===== src/rtl/map_ss_seq_pkg.sv =====
// Shared definitions for the mapper save-state sequencer: state encoding,
// window geometry and the index that carries the mapper id.
package map_ss_seq_pkg;

    // Width of the save-state window address and data bytes.
    localparam int SS_AW = 8;
    localparam int SS_DW = 8;

    // Window index whose load byte must match the expected mapper index.
    localparam logic [SS_AW-1:0] SS_IDX_MAP = 8'd127;

    // Clocks between an m2 pin edge and its m2_fall pulse reaching the FSM
    // (two synchronizer flops); write strobes wait this long before trusting
    // a detected fall as belonging to the current write.
    localparam int SYNC_LAT = 2;

    typedef enum logic [2:0] {
        IDLE   = 3'd0,
        ARM    = 3'd1,
        S_WAIT = 3'd2,
        S_OUT  = 3'd3,
        L_IN   = 3'd4,
        L_WR   = 3'd5,
        FIN    = 3'd6,
        ABORT  = 3'd7
    } seq_state_t;

    // States in which the sequencer owns the mapper (ss_act/busy high).
    function automatic logic st_active(input seq_state_t s);
        return (s == ARM) || (s == S_WAIT) || (s == S_OUT) ||
               (s == L_IN) || (s == L_WR);
    endfunction

endpackage


===== src/rtl/map_ss_seq_if.sv =====
// Save-state bus to the mapper plus the byte streams in and out of the
// sequencer. master = sequencer side, slave = mapper / stream endpoint side.
interface map_ss_seq_if;
    import map_ss_seq_pkg::*;

    logic             ss_act;
    logic             ss_we;
    logic [SS_AW-1:0] ss_addr;
    logic [SS_DW-1:0] ss_dat;
    logic [SS_DW-1:0] ss_rdat;

    logic [SS_DW-1:0] out_dat;
    logic             out_vld;
    logic             out_rdy;

    logic [SS_DW-1:0] in_dat;
    logic             in_vld;
    logic             in_rdy;

    modport master (
        output ss_act, ss_we, ss_addr, ss_dat, out_dat, out_vld, in_rdy,
        input  ss_rdat, out_rdy, in_dat, in_vld
    );

    modport slave (
        input  ss_act, ss_we, ss_addr, ss_dat, out_dat, out_vld, in_rdy,
        output ss_rdat, out_rdy, in_dat, in_vld
    );

endinterface


===== src/rtl/map_m2_edge.sv =====
// m2 synchronizer, falling-edge pulse and "no m2 activity" timeout.
// The timeout counter only runs while en is high and restarts on every
// detected fall, so the caller sees timeout after M2_TO quiet clocks.
module map_m2_edge #(
    parameter int M2_TO = 1023
) (
    input  logic clk,
    input  logic rst,
    input  logic m2,
    input  logic en,
    output logic fall,
    output logic timeout
);

    localparam int             CW      = $clog2(M2_TO + 1);
    localparam logic [CW-1:0]  CNT_END = CW'(M2_TO);

    logic          m2_s1;
    logic          m2_s2;
    logic          m2_s3;
    logic [CW-1:0] cnt;

    // Two-flop synchronizer plus one history flop for the edge compare.
    always_ff @(posedge clk or posedge rst) begin
        if (rst) begin
            m2_s1 <= 1'b0;
            m2_s2 <= 1'b0;
            m2_s3 <= 1'b0;
        end else begin
            m2_s1 <= m2;
            m2_s2 <= m2_s1;
            m2_s3 <= m2_s2;
        end
    end

    assign fall = m2_s3 & ~m2_s2;

    // Quiet-time counter: cleared by a fall or when disabled, saturates at M2_TO.
    always_ff @(posedge clk or posedge rst) begin
        if (rst) begin
            cnt <= '0;
        end else if (!en || fall) begin
            cnt <= '0;
        end else if (cnt != CNT_END) begin
            cnt <= cnt + CW'(1);
        end
    end

    assign timeout = en && (cnt == CNT_END);

endmodule


===== src/rtl/map_ss_seq.sv =====
// Save-state sequencer for a mapper register window.
// Save: freeze mapper, read each window byte and push it on the out stream.
// Load: freeze mapper, take each byte from the in stream and write it,
// holding the write strobe across an m2 fall so the mapper latches it.
//
// state  | meaning
// IDLE   | waiting for cmd_req
// ARM    | ss_act raised, waiting GUARD m2 falls for the mapper to freeze
// S_WAIT | save: waiting for ss_rdat to settle after an address change
// S_OUT  | save: byte presented on out_dat, waiting for out_rdy
// L_IN   | load: in_rdy high, waiting for a stream byte
// L_WR   | load: ss_we high, waiting for a qualified m2 fall plus one hold clk
// FIN    | one-cycle done pulse
// ABORT  | error exit: drop everything, no done
module map_ss_seq
    import map_ss_seq_pkg::*;
#(
    parameter int NREG   = 128,
    parameter int RD_LAT = 2,
    parameter int GUARD  = 2,
    parameter int M2_TO  = 1023
) (
    input  logic             clk,
    input  logic             rst,
    input  logic             m2,
    input  logic             cmd_req,
    input  logic             cmd_load,
    input  logic [SS_DW-1:0] map_idx,
    output logic             busy,
    output logic             done,
    output logic             err,
    map_ss_seq_if.master     ssb
);

    localparam logic [SS_AW-1:0] LAST       = SS_AW'(NREG - 1);
    localparam bit               CHK_IDX    = (NREG > 127);
    localparam logic [2:0]       LAT_END    = 3'(RD_LAT);
    localparam int               GW         = $clog2(GUARD + 1);
    localparam logic [GW-1:0]    GUARD_LAST = GW'(GUARD - 1);
    localparam logic [1:0]       AGE_OK     = 2'(SYNC_LAT);

    seq_state_t       state;
    seq_state_t       state_nxt;

    logic             load_q;
    logic [SS_AW-1:0] addr_q;
    logic [SS_DW-1:0] dat_q;
    logic [SS_DW-1:0] odat_q;
    logic             err_q;
    logic [2:0]       lat_cnt;
    logic [1:0]       we_age;
    logic [GW-1:0]    guard_cnt;
    logic             hold_q;

    logic             m2_fall;
    logic             m2_tout;
    logic             tout_en;
    logic             fall_ok;

    logic             accept;
    logic             addr_clr;
    logic             addr_inc;
    logic             cap_out;
    logic             cap_in;
    logic             set_err;

    logic             busy_q, act_q, we_q, ovld_q, irdy_q, done_q;
    logic             busy_nxt, act_nxt, we_nxt, ovld_nxt, irdy_nxt, done_nxt;

    assign tout_en = (state == ARM) || (state == L_WR);

    map_m2_edge #(
        .M2_TO(M2_TO)
    ) u_m2_edge (
        .clk    (clk),
        .rst    (rst),
        .m2     (m2),
        .en     (tout_en),
        .fall   (m2_fall),
        .timeout(m2_tout)
    );

    // A detected fall is two clocks old; only trust it once ss_we has been
    // high that long, otherwise the pin edge may predate the write strobe.
    assign fall_ok = m2_fall && (we_age == AGE_OK);

    // State and registered outputs; outputs are decoded from the next state
    // so the mapper sees glitch-free strobes that still reset asynchronously.
    always_ff @(posedge clk or posedge rst) begin
        if (rst) begin
            state  <= IDLE;
            busy_q <= 1'b0;
            act_q  <= 1'b0;
            we_q   <= 1'b0;
            ovld_q <= 1'b0;
            irdy_q <= 1'b0;
            done_q <= 1'b0;
        end else begin
            state  <= state_nxt;
            busy_q <= busy_nxt;
            act_q  <= act_nxt;
            we_q   <= we_nxt;
            ovld_q <= ovld_nxt;
            irdy_q <= irdy_nxt;
            done_q <= done_nxt;
        end
    end

    // Next-state and datapath control strobes.
    always_comb begin
        state_nxt = state;
        accept    = 1'b0;
        addr_clr  = 1'b0;
        addr_inc  = 1'b0;
        cap_out   = 1'b0;
        cap_in    = 1'b0;
        set_err   = 1'b0;
        unique case (state)
            IDLE: begin
                if (cmd_req) begin
                    accept    = 1'b1;
                    state_nxt = ARM;
                end
            end
            ARM: begin
                if (m2_tout) begin
                    set_err   = 1'b1;
                    state_nxt = ABORT;
                end else if (m2_fall && (guard_cnt == GUARD_LAST)) begin
                    addr_clr  = 1'b1;
                    state_nxt = load_q ? L_IN : S_WAIT;
                end
            end
            S_WAIT: begin
                if (lat_cnt == LAT_END) begin
                    cap_out   = 1'b1;
                    state_nxt = S_OUT;
                end
            end
            S_OUT: begin
                if (ssb.out_rdy) begin
                    if (addr_q == LAST) begin
                        state_nxt = FIN;
                    end else begin
                        addr_inc  = 1'b1;
                        state_nxt = S_WAIT;
                    end
                end
            end
            L_IN: begin
                if (ssb.in_vld) begin
                    if (CHK_IDX && (addr_q == SS_IDX_MAP) && (ssb.in_dat != map_idx)) begin
                        set_err   = 1'b1;
                        state_nxt = ABORT;
                    end else begin
                        cap_in    = 1'b1;
                        state_nxt = L_WR;
                    end
                end
            end
            L_WR: begin
                if (m2_tout) begin
                    set_err   = 1'b1;
                    state_nxt = ABORT;
                end else if (hold_q) begin
                    if (addr_q == LAST) begin
                        state_nxt = FIN;
                    end else begin
                        addr_inc  = 1'b1;
                        state_nxt = L_IN;
                    end
                end
            end
            FIN:     state_nxt = IDLE;
            ABORT:   state_nxt = IDLE;
            default: state_nxt = IDLE;
        endcase
    end

    // Output decode from the state being entered.
    always_comb begin
        busy_nxt = st_active(state_nxt);
        act_nxt  = st_active(state_nxt);
        we_nxt   = (state_nxt == L_WR);
        ovld_nxt = (state_nxt == S_OUT);
        irdy_nxt = (state_nxt == L_IN);
        done_nxt = (state_nxt == FIN);
    end

    // Address, data capture, sticky error and per-state counters.
    always_ff @(posedge clk or posedge rst) begin
        if (rst) begin
            load_q    <= 1'b0;
            addr_q    <= '0;
            dat_q     <= '0;
            odat_q    <= '0;
            err_q     <= 1'b0;
            lat_cnt   <= '0;
            we_age    <= '0;
            guard_cnt <= '0;
            hold_q    <= 1'b0;
        end else begin
            if (accept) begin
                load_q <= cmd_load;
                err_q  <= 1'b0;
            end
            if (set_err) begin
                err_q <= 1'b1;
            end
            if (accept || addr_clr) begin
                addr_q <= '0;
            end else if (addr_inc) begin
                addr_q <= addr_q + SS_AW'(1);
            end
            if (cap_in) begin
                dat_q <= ssb.in_dat;
            end
            if (cap_out) begin
                odat_q <= ssb.ss_rdat;
            end
            lat_cnt <= (state == S_WAIT) ? lat_cnt + 3'd1 : 3'd0;
            if (state != L_WR) begin
                we_age <= 2'd0;
            end else if (we_age != AGE_OK) begin
                we_age <= we_age + 2'd1;
            end
            if (state != ARM) begin
                guard_cnt <= '0;
            end else if (m2_fall) begin
                guard_cnt <= guard_cnt + GW'(1);
            end
            hold_q <= (state == L_WR) && (hold_q || fall_ok);
        end
    end

    assign busy        = busy_q;
    assign done        = done_q;
    assign err         = err_q;
    assign ssb.ss_act  = act_q;
    assign ssb.ss_we   = we_q;
    assign ssb.ss_addr = addr_q;
    assign ssb.ss_dat  = dat_q;
    assign ssb.out_dat = odat_q;
    assign ssb.out_vld = ovld_q;
    assign ssb.in_rdy  = irdy_q;

endmodule

===== src/flat_wrapper.sv =====
// flat-port wrapper written by rule: the top's interface ports become plain ports
module map_ss_seq_flat import map_ss_seq_pkg::*;
#(
    parameter int NREG   = 128,
    parameter int RD_LAT = 2,
    parameter int GUARD  = 2,
    parameter int M2_TO  = 1023
)
  (clk, rst, m2, cmd_req, cmd_load, map_idx, busy, done, err, ssb_ss_act, ssb_ss_we, ssb_ss_addr, ssb_ss_dat, ssb_out_dat, ssb_out_vld, ssb_in_rdy, ssb_ss_rdat, ssb_out_rdy, ssb_in_dat, ssb_in_vld);
  map_ss_seq_if ssb_i ();
  input  logic clk;
  input  logic rst;
  input  logic m2;
  input  logic cmd_req;
  input  logic cmd_load;
  input  logic [SS_DW-1:0] map_idx;
  output logic busy;
  output logic done;
  output logic err;
  output wire logic [$bits(ssb_i.ss_act)-1:0] ssb_ss_act;
  output wire logic [$bits(ssb_i.ss_we)-1:0] ssb_ss_we;
  output wire logic [$bits(ssb_i.ss_addr)-1:0] ssb_ss_addr;
  output wire logic [$bits(ssb_i.ss_dat)-1:0] ssb_ss_dat;
  output wire logic [$bits(ssb_i.out_dat)-1:0] ssb_out_dat;
  output wire logic [$bits(ssb_i.out_vld)-1:0] ssb_out_vld;
  output wire logic [$bits(ssb_i.in_rdy)-1:0] ssb_in_rdy;
  input wire logic [$bits(ssb_i.ss_rdat)-1:0] ssb_ss_rdat;
  input wire logic [$bits(ssb_i.out_rdy)-1:0] ssb_out_rdy;
  input wire logic [$bits(ssb_i.in_dat)-1:0] ssb_in_dat;
  input wire logic [$bits(ssb_i.in_vld)-1:0] ssb_in_vld;
  assign ssb_ss_act = ssb_i.ss_act;
  assign ssb_ss_we = ssb_i.ss_we;
  assign ssb_ss_addr = ssb_i.ss_addr;
  assign ssb_ss_dat = ssb_i.ss_dat;
  assign ssb_out_dat = ssb_i.out_dat;
  assign ssb_out_vld = ssb_i.out_vld;
  assign ssb_in_rdy = ssb_i.in_rdy;
  assign ssb_i.ss_rdat = ssb_ss_rdat;
  assign ssb_i.out_rdy = ssb_out_rdy;
  assign ssb_i.in_dat = ssb_in_dat;
  assign ssb_i.in_vld = ssb_in_vld;
  map_ss_seq #(.NREG(NREG), .RD_LAT(RD_LAT), .GUARD(GUARD), .M2_TO(M2_TO)) u_core (.clk(clk), .rst(rst), .m2(m2), .cmd_req(cmd_req), .cmd_load(cmd_load), .map_idx(map_idx), .busy(busy), .done(done), .err(err), .ssb(ssb_i));
endmodule

===== config.mk =====
export PLATFORM = sky130hd
export DESIGN_NAME = map_ss_seq_flat
export DESIGN_NICKNAME = d
export VERILOG_FILES = /design/src/rtl/map_ss_seq_pkg.sv /design/src/rtl/map_ss_seq_if.sv /design/src/rtl/map_m2_edge.sv /design/src/rtl/map_ss_seq.sv /design/src/flat_wrapper.sv
export SDC_FILE = /design/constraint.sdc
export NUM_CORES = 1
export LEC_CHECK = 0
export CORE_UTILIZATION = 25
export DETAILED_ROUTE_END_ITERATION = 12
export HOLD_SLACK_MARGIN = 0.06
export MAX_ROUTING_LAYER = met4
export PLACE_DENSITY = 0.48
export SYNTH_ARGS = -nofsm -noshare
export SYNTH_HDL_FRONTEND = slang
export SYNTH_SLANG_ARGS = --single-unit

===== constraint.sdc =====
create_clock -name clk -period 1.86 [get_ports clk]
set_input_delay 0.558 -clock clk [delete_from_list [all_inputs] [get_ports clk]]
set_output_delay 0.558 -clock clk [all_outputs]
set_load 0.01 [all_outputs]

==> flow_summary.ini <==
[min_path]
min_from = u_core.u_m2_edge.m2_s1$_DFF_PP0_
hp-class = flip-flop to flip-flop

[logic_synthesis]
yosysSeqAreaShare_pct = 50.0
ys_seq_elements = 55
syn_nets = 278
synth_edf_count = 0
syn_inst = 241
syn_area_um2 = 2750
yosysWarnings = 0
synthArstFlopShare_pct = 100
synth-main-ff-cell = dfrtp_1
synth_cell_types = 54
avgSynthCellArea_um2 = 11.4

[cts]
clk_latency_ns = 0.30
cts_tree = built
cts_root_buffer = clkbuf_8
path_clk_slew_ns = 0.09
clk_path_buf_depth = 2
numCtsBuffers = 5
cts_sinks = 55
htreeDepth = 2
ctsHoldBuffers = 0

[placement]
place_hpwl_um = 4470
gp_congestion = 0.703
portBuffers = 61
dp_worst_setup_slack_ns = -0.356

[critical_path]
crit_slowest_cell = or4_1
crit_buf_inv = 1
crit_family = simple AND/OR/NAND/NOR gates
worstSetupStartpointType = flip-flop
end_kind = flip-flop
rrSetupSlack_ns = 0.09
setup.worst_path.start = u_core.u_m2_edge.cnt[0]$_DFFE_PP0P_
crit_type = flip-flop to flip-flop
path_cells = ha_4 > nand4_4 > or4_1 > o221ai_1 > buf_4 > nor3_1 > mux2i_1
r2r_start = u_core.u_m2_edge.cnt[0]$_DFFE_PP0P_
path_max_fanout = 7
cp_data_required_time_ns = 2.08
critPathArrivalTime_ns = 2.00
crit_path_max_incr_delay_ns = 0.52

[power]
power_density_nw_per_um2 = 964
ir_drop_uv = 402
finalPower_uw = 3730
power.leakage_uw = 0.00177

[sta]
final_hold_viol_count = 0
fin_setup_tns_ns = 0
worst_slack_ns = 0.0860
period_needed_ns = 1.77
fin_crit_sh_pct = 95.4
finalMaxSlewViolations = 0
worstMarginPinSlew_ns = 0.416
hold_slack_ns = 0.358
max_freq_mhz = 564
fin_skew_ns = 0.00367
relSlewSlack_pct = 72.1
setup_violations = 0

[routing]
via_per_inst = 4.48
drt_iter0_markers = 47
via_count = 2089
wl_per_cell_um = 13.1
routed_wl_um = 6090
drt_first_pass_iters = 4
ant_nets = 0
drc = 0

[grt]
grt_usage_pct = 11.6
grt_max_degree = 38
grt_pass1_wl_um = 10200
grt_pass1_vias = 2161
grt_antenna_before_repair = 0
grt_overflow_total = 0

[finish]
mostFrequentLayoutCell = dfrtp_1
most-common-layout-cells = dfrtp_1 (54), clkdlybuf4s50_1 (42), buf_4 (29)
final_util_pct = 36.8
fill_cells = 1066
layout-drive-gt1-share_pct = 23.0
syn2layout_area_growth_pct = 40.6
antennaDiodeCount = 0
final_net_count = 367

[die]
core_um2 = 10500
die_x_um = 107
die_area_um2 = 11400
start_util_pct = 26.2
row_count = 37
num_io_pins = 62
fp.dieH_um = 107

[flow_run]
max_cap_viol_count = 0

[run_status]
outcome = complete, no violations
-- flip-flops by register name, indices dropped and copies added, names as in the netlist --
name,cells
u_core.ssb.ss_addr,8
u_core.err,1
u_core.u_m2_edge.cnt,10
u_core.ssb.out_dat,8
u_core.we_age,2
u_core.done,1
u_core.u_m2_edge.m2_s1,1
u_core.ssb.ss_we,1
u_core.state,3
u_core.u_m2_edge.m2_s3,1
u_core.busy,1
u_core.hold_q,1
u_core.load_q,1
u_core.guard_cnt,2
u_core.u_m2_edge.m2_s2,1
u_core.ssb.ss_dat,8
u_core.lat_cnt,3
u_core.ssb.out_vld,1
u_core.ssb.in_rdy,1
-- path summary, 6_finish.rpt --
| path | cells past startpoint | to |
|---|---|---|
| min | 0 | u_core.u_m2_edge.m2_s2$_DFF_PP0_ |
| min in group asynchronous | 2 | u_core.ssb.out_dat[3]$_DFFE_PP0P_ |
| max | 7 | u_core.busy$_DFF_PP0_ |
| max in group asynchronous | 3 | u_core.state[0]$_DFF_PP0_ |
| max reg2reg | 7 | u_core.busy$_DFF_PP0_ |
| min reg2reg | 0 | u_core.u_m2_edge.m2_s2$_DFF_PP0_ |
-- repair_timing --
item / in CTS / in global routing
buffers inserted: 2 / 1
cloned: 0 / 0
resized for setup: 6 / 22
endpoints found under the setup margin: 15 / 32
pin swaps: 1 / 13
-- per-layer routing --
layer	up-vias	GRT usage (%)	routed length (um)
met2	60	18.9	2710
li1	1025	-	-
met1	999	14.7	3030
met5	-	-	0
met3	5	2.43	294
met4	0	2.64	53
-- cells in the mapped netlist (2+ instances only) --
| cell | number | share of area (%) |
|---|---|---|
| a31oi_1 | 2 | 0.45 |
| and4b_1 | 3 | 1.1 |
| a211oi_1 | 2 | 0.55 |
| nor3b_1 | 4 | 1.1 |
| dfrtp_1 | 55 | 50 |
| nand2b_1 | 3 | 0.68 |
| nand2_1 | 11 | 1.5 |
| ha_1 | 6 | 2.7 |
| buf_2 | 6 | 1.1 |
| buf_4 | 2 | 0.55 |
| mux2i_1 | 6 | 2.2 |
| nand3_1 | 6 | 1.1 |
| mux2_2 | 17 | 7.0 |
| a21oi_1 | 7 | 1.3 |
| nand4_1 | 5 | 1.1 |
| nor2_1 | 28 | 3.8 |
| and3_1 | 2 | 0.45 |
| inv_1 | 8 | 1.1 |
| xnor2_1 | 15 | 4.8 |
| o21ai_0 | 3 | 0.55 |
| and2_1 | 4 | 0.91 |
| and4_1 | 2 | 0.64 |
| nor3_1 | 9 | 1.6 |
| xor2_1 | 5 | 1.6 |
-- area by class of cell --
type / instances / area (um2) / share of cell area, %
Sequential cell: 55 / 1380 / 35.6
Multi-Input combinational cell: 169 / 1320 / 34.2
Timing Repair Buffer: 91 / 877 / 22.7
Tap cell: 136 / 170 / 4.40
Clock buffer: 6 / 82.6 / 2.13
Inverter: 8 / 33.8 / 0.873
Clock inverter: 1 / 5.00 / 0.129
-- report_power, final --
part | total (uW) | internal (uW) | switching, uW | leakage (uW)
clock | 675 | 294 | 381 | 0.0000470
sequential | 1610 | 1430 | 179 | 0.000718
combinational | 1450 | 783 | 664 | 0.00100
total | 3730 | 2500 | 1220 | 0.00177
-- cell families after synthesis --
family | share of synthesized area, %
compound gates | 8.23
xor+xnor | 6.37
fa+ha+maj | 2.73
buf+inv | 3.14
flops | 50.0
mux | 9.14
simple gates | 20.4
-- through the flow --
stage	cell area [um2]	cells
6_report	3870	466
5_1_grt	3870	466
4_1_cts	3790	465
3_5_place_dp	3690	456
3_3_place_gp	3690	456
2_1_floorplan	2760	241
Power figures use the tool's default switching activity.
